<file path="src/rtl/reg_file.sv">
// ---------------------------------------------------------------------------
// reg_file: RV32I integer register file, 32 x 32-bit.
//
// Sits between decode (which supplies rs1/rs2/rd) and the ALU/writeback path
// of the single-cycle core. Two combinational read ports, one synchronous
// write port. Register x0 is hard-wired to zero.
//
// Ports:
//   clk    in   1           core clock; writes commit on the rising edge
//   rst_n  in   1           asynchronous active-low reset; clears all regs
//   ra1    in   ADDR_WIDTH  read address, port 1 (rs1)
//   ra2    in   ADDR_WIDTH  read address, port 2 (rs2)
//   rd1    out  DATA_WIDTH  read data, port 1
//   rd2    out  DATA_WIDTH  read data, port 2
//   write  in   1           write enable, sampled at rising clk
//   wa     in   ADDR_WIDTH  write address (rd)
//   wd     in   DATA_WIDTH  write data
//
// Build option:
//   REGFILE_BYPASS_EN  when defined, a pending write (write=1, wa!=0) is
//                      forwarded combinationally to any read port whose
//                      address matches wa, so the new value is visible in
//                      the same cycle, before the committing edge. When not
//                      defined, reads show only committed contents.
//
// There is no handshake on this block: a write is a single-cycle command
// qualified only by 'write'; reads have zero-cycle latency.
// ---------------------------------------------------------------------------
module reg_file #(
  parameter int DATA_WIDTH = 32,
  parameter int ADDR_WIDTH = 5
) (
  input  logic                  clk,
  input  logic                  rst_n,
  input  logic [ADDR_WIDTH-1:0] ra1,
  input  logic [ADDR_WIDTH-1:0] ra2,
  output logic [DATA_WIDTH-1:0] rd1,
  output logic [DATA_WIDTH-1:0] rd2,
  input  logic                  write,
  input  logic [ADDR_WIDTH-1:0] wa,
  input  logic [DATA_WIDTH-1:0] wd
);

  localparam int NUM_REGS = 2 ** ADDR_WIDTH;

  // Entry 0 exists so every address indexes in range, but it is only ever
  // loaded with zero by reset and the read path masks it anyway.
  logic [DATA_WIDTH-1:0] regs [NUM_REGS];

  // A write is effective only when enabled and not targeting x0.
  logic wr_en;
  assign wr_en = write && (wa != '0);

  // -------------------------------------------------------------------------
  // Storage. Reset is asynchronous, so an edge that coincides with an active
  // reset never commits a write: reset wins.
  // -------------------------------------------------------------------------
  always_ff @(posedge clk or negedge rst_n) begin
    if (!rst_n) begin
      for (int i = 0; i < NUM_REGS; i++) begin
        regs[i] <= '0;
      end
    end else if (wr_en) begin
      regs[wa] <= wd;
    end
  end

  // -------------------------------------------------------------------------
  // Read ports. Purely combinational; reading never touches state, so X on
  // an address can only produce X data, never corrupt storage.
  // -------------------------------------------------------------------------
`ifdef REGFILE_BYPASS_EN
  // Forwarding is suppressed while reset is held so that every read returns
  // zero during reset regardless of what is on the write port.
  logic fwd1;
  logic fwd2;
  assign fwd1 = rst_n && wr_en && (ra1 == wa);
  assign fwd2 = rst_n && wr_en && (ra2 == wa);

  always_comb begin
    rd1 = '0;
    if (ra1 != '0) begin
      rd1 = fwd1 ? wd : regs[ra1];
    end
  end

  always_comb begin
    rd2 = '0;
    if (ra2 != '0) begin
      rd2 = fwd2 ? wd : regs[ra2];
    end
  end
`else
  always_comb begin
    rd1 = '0;
    if (ra1 != '0) begin
      rd1 = regs[ra1];
    end
  end

  always_comb begin
    rd2 = '0;
    if (ra2 != '0) begin
      rd2 = regs[ra2];
    end
  end
`endif

endmodule

</file>
<file path="config.mk">
export PLATFORM = sky130hd
export DESIGN_NAME = reg_file
export DESIGN_NICKNAME = d
export VERILOG_FILES = /design/src/rtl/reg_file.sv
export SDC_FILE = /design/constraint.sdc
export NUM_CORES = 2
export LEC_CHECK = 0
export BUFFER_PORTS_ARGS = -buffer_cell sky130_fd_sc_hd__buf_2
export CAP_MARGIN = 20
export CORE_MARGIN = 5
export CORE_UTILIZATION = 45
export CTS_BUF_LIST = sky130_fd_sc_hd__clkbuf_8 sky130_fd_sc_hd__clkbuf_16
export CTS_CLUSTER_DIAMETER = 200
export CTS_CLUSTER_SIZE = 25
export DETAILED_ROUTE_END_ITERATION = 10
export PLACE_DENSITY = 0.59
export REMOVE_ABC_BUFFERS = 1
export SLEW_MARGIN = 25
export SYNTH_ARGS = -nofsm -noshare
export SYNTH_HDL_FRONTEND = slang
export SYNTH_SLANG_ARGS = --single-unit
</file>
<file path="constraint.sdc">
create_clock -name clk -period 2.8 [get_ports clk]
set_input_delay 0.56 -clock clk [delete_from_list [all_inputs] [get_ports clk]]
set_output_delay 0.56 -clock clk [all_outputs]
set_load 0.01 [all_outputs]
</file>
## After elaboration in Yosys (flattened, before gate mapping)

Cells that the tools add are included.
W data, S select, Z words.

| storage, ports and cells | value |
|---|---|
| flip-flop bits (word level) | 1024 |
| bits of input ports | 50 |
| output and inout port bits | 64 |

| cells by class | value |
|---|---|
| order comparisons | 4 |
| multiplexer cells | 11 |
| bitwise gates (word level) | 3 |
| reductions and logical operators | 5 |

Operator list:

| operator | count |
|---|---|
| $bwmux W1024 | 1 |
| $bmux W32 S5 | 2 |
| $mux W32 | 7 |
| $demux W32 S5 | 1 |
| $ge A6 B6 Y1 const B | 3 |
| $not A5 Y6 | 3 |
| $reduce_bool A5 Y1 | 3 |
| $lt A6 B1 Y1 const B | 1 |
| $logic_and A1 B1 Y1 | 2 |

## Depth between registers and ports, before layout

| depth | value |
|---|---|
| depth after elaboration | 6 |
| gate-level depth with buffers | 7 |
| mapped depth without buffers | 4 |

## Worst setup path after synthesis

No wires, ideal clock.

| path | value |
|---|---|
| kind | input to output |
| start | input ra2[1] |
| end | output rd2[31] |
| arrival | 2.003 ns |
| slack | 0.237 ns |
| cell stages on the path | 6 |
| path buffers | 2 |
| path through | buf_2 buf_2 mux4_2 mux2_2 o21ai_0 a311oi_1 |

| on the way | value |
|---|---|
| longest elaborated chain between the ends | 5 |
| elaborated cells on any way between the ends | 6 |

Ends and longest elaborated chain:

| element | line | text |
|---|---|---|
| from (decl) | 36 | `input logic [ADDR_WIDTH-1:0] ra2,` |
| $not A5 Y6 (not written as such) | 104 | `rd2 = regs[ra2];` |
| $bmux W32 S5 | 104 |  |
| $mux W32 (not written as such) (2 in a row) | 104 |  |
| $mux W32 * | 103 | `if (ra2 != '0) begin` |
| to (decl) | 38 | `output logic [DATA_WIDTH-1:0] rd2,` |

Every way passes the cells marked *; elsewhere a longest branch is shown, timed or not. The select of a mux whose other input is x is not followed.

## Worst setup path in the final report

| path | value |
|---|---|
| start | input ra1[1] |
| end | output rd1[11] |

| on the way | value |
|---|---|
| longest elaborated chain between the ends | 5 |
| elaborated cells on any way between the ends | 6 |

Ends and longest elaborated chain:

| element | line | text |
|---|---|---|
| from (decl) | 35 | `input logic [ADDR_WIDTH-1:0] ra1,` |
| $not A5 Y6 (not written as such) | 97 | `rd1 = regs[ra1];` |
| $bmux W32 S5 | 97 |  |
| $mux W32 (not written as such) (2 in a row) | 97 |  |
| $mux W32 * | 96 | `if (ra1 != '0) begin` |
| to (decl) | 37 | `output logic [DATA_WIDTH-1:0] rd1,` |

Marks and branches as above.

==> qor.yml <==
run_status:
  run_status: "complete, but fails checks"
  violations: "negative setup slack"
min_path:
  hold_depth: 0
  hold_class: "flip-flop to flip-flop"
  min_to: "regs[1020]"
  min_from: "regs[1020]"
synth:
  synthAdderAreaFrac_pct: 0
  synthTopCellsByArea: "dfrtp_1 (47%), mux2_2 (22%), mux4_2 (19%)"
  synth_top_family_by_area: "multiplexers"
  ys.warnings.count: 0
  yosysUniqueCellTypes: 34
  syn_inst: 3621
  synth.area.mux_share_pct: 42.80
  synth-compound-area-share_pct: 4.843
  synth.avg_cell_area_um2: 15.01
  ys_seq_elements: 1024
  synthXorXnorAreaFrac_pct: 0
  seq_area_frac_synth_pct: 47.14
  yosysTopAreaCell: "dfrtp_1"
  yosys.area_share.simple_pct: 1.611
  synth_top_area_share_pct: 47.14
  netlist_area_um2: 54360
sta:
  timing.final.crit_share_pct: 106.9
  setup_slack_ns: -0.1945
  timing_hold_violations_final: 0
  setup_viol: 64
  grt_setup_unrepaired: "true"
  max_slew_margin_pct: 29.50
  fin_crit_ns: 2.994
  finalMaxSlewViolations: 0
  fin_worst_skew_ns: 0
  fmax_mhz: 333.9
  tightest_slew_ns: 1.058
worst_setup_path:
  crit_fanout: 8
  critical_path_class: "input pin to output pin"
  critPathArrivalTime_ns: 2.43
  slowest_stage: "mux4_2"
  rrSetupSlack_ns: 1.78
  reg2reg_depth: 3
  start_kind: "input pin"
  max_stage_delay_ns: 0.50
  r2r-start: "regs[805]"
  crit_path_end_kind: "output pin"
  crit_path_cell_trace: "buf_16 -> buf_16 -> buf_12 -> buf_16 -> mux4_2 -> mux2_2 -> o21ai_2 -> a311oi_2 -> buf_2"
  r2r_end: "regs[805]"
  crit_buf_inv: 5
  cp_common_cell: "buf_16"
  cp_data_required_time_ns: 2.24
  cp_top_family: "buffers and inverters"
floorplan:
  die_area_um2: 127800
  rows: 127
  die_x_um: 357.6
  io_pins: 114
  die_height_um: 357.6
  start_util_pct: 45.31
  coreArea_um2: 120000
clocking:
  cts_tree: "yes"
  path_clk_slew_ns: 0.09
  ctsLongestPathBuffers: 3
  numCtsBuffers: 46
  insertion_delay_ns: 0.67
  clock_sinks: 1024
  cts_max_level: 2
  cts_root_buf: "clkbuf_16"
global_routing:
  use_met2_pct: 47.83
  grt_pass1_vias: 39380
  grt_first_pass_wirelength_um: 279900
  grt-busiest-layer: "met2"
  met1_usage_pct: 41.02
  grt_usage_pct: 29.97
  antenna_found_initial: 9
  grt.overflow.total: 0
  grt_use_met3_pct: 5.737
  grt_max_degree: 109
cells_and_area:
  final_common_cell: "dfrtp_1"
  final_core_util_pct: 54.03
  top_register: "regs"
  final_cells: 5519
  nets: 3948
  fin_area_um2: 64820
  largest_register_ffs: 1024
  top_regs: "regs: 1024 flops"
  final_cell_mix: "dfrtp_1 (1024), mux2_2 (1011), mux4_2 (448)"
  drive_gt1_share_pct: 63.87
  syn2layout_area_growth_pct: 19.24
placed_design:
  place_hpwl_um: 118200
  dp.cells: 5351
  finalWeightedCongestion: 0.8508
  place_area_um2: 60080
  port_buffers: 113
detailed_routing:
  finalWirelength_um: 192000
  drc: 0
  vias: 36690
  vias_per_cell: 6.649
  drt-pass1-iter-count: 5
  drt_iter0_drc: 3398
  antenna_left: 0
  wl_per_cell_um: 34.79
power_and_ir_drop:
  max-vdd-ir-drop_uv: 519.7
  power.density_nw_per_um2: 586.3
  finalPower_w: 0.03800
  power.leakage_nw: 27.90
run:
  cap_viol_max_count: 0
[final cells by class]
cell class                      instances  area, µm²
Fill cell                            9580      55150
Multi-Input combinational cell       2164      28520
Tap cell                             1612       2017
Timing Repair Buffer                  660       7401
Clock inverter                          1      3.754
Antenna cell                            7      17.52
Clock buffer                           49       1226
Inverter                                2      10.01
Sequential cell                      1024      25620
[where the power goes]
| group | switching (W) | internal, W | leakage (nW) | total (W) |
|---|---|---|---|---|
| Sequential | 0.00220 | 0.0176 | 13.1 | 0.0198 |
| Clock | 0.00487 | 0.00314 | 0.609 | 0.00800 |
| Combinational | 0.00408 | 0.00614 | 14.2 | 0.0102 |
[cells by family after synthesis]
family          after synthesis
simple gates                165
mux                        1632
buf+inv                     434
flops                      1024
compound gates              366
[synth_stat cells]
cell       count
a311oi_1      64
mux2_2      1046
a211oi_1      64
inv_1          2
nor2b_1       71
mux4_2       448
nor4_2         1
clkbuf_1     221
or2_2          2
o2111ai_1     18
or3_1          3
o21ai_0      101
mux2i_1      128
nor2_1        19
clkbuf_2       1
dfrtp_1     1024
or4_1          2
nor3_1         3
nand4b_1       3
buf_4         31
a221oi_1      46
buf_1          7
nor3b_1        2
and3_1         1
and2_1         1
nand2b_1       5
buf_2        172
and2_0         1
a22oi_1       64
o21ai_1        9
nand4_1        1
nand3_1        1
nand2_1       49
mux2_1        10
[layer usage]
layer  routed length [µm]  vias to the layer above
met5                    0                        -
met4                 8494                        0
met3                14410                      398
met2                90480                     1677
met1                78640                    20050
li1                     -                    14570
[what timing repair did]
action,CTS,global route
gates cloned,24,4
gates resized for setup,380,110
hold buffers,1,0
setup endpoints to repair,64,64
hold endpoints to repair,42,0
pin swaps,57,45
setup buffers,90,21
[how the worst max path moves through the flow]
stage | start | cells past startpoint | to | slack, ns
global route | ra1[1] | 9 | rd1[11] | -0.21
finish | ra1[1] | 9 | rd1[11] | -0.19
global placement | ra2[1] | 8 | rd2[22] | -0.52
CTS | regs[550] | 6 | rd2[6] | -0.18
detailed placement | ra2[0] | 9 | rd2[7] | -0.53
floorplan | write | 3 | regs[192] | -0.70
[metrics by stage]
stage | TNS [ns] | setup slack, ns | hold WS (ns)
floorplan | -46.29 | -0.6966 | 0.2644
global placement | -20.86 | -0.5243 | 0.3765
detailed placement | -18.63 | -0.5260 | 0.3836
CTS | -6.634 | -0.1834 | 0.4036
global route | -7.948 | -0.2069 | 0.4219
finish | -5.584 | -0.1945 | 0.4001
No activity file was read; power rests on OpenSTA's default activity.
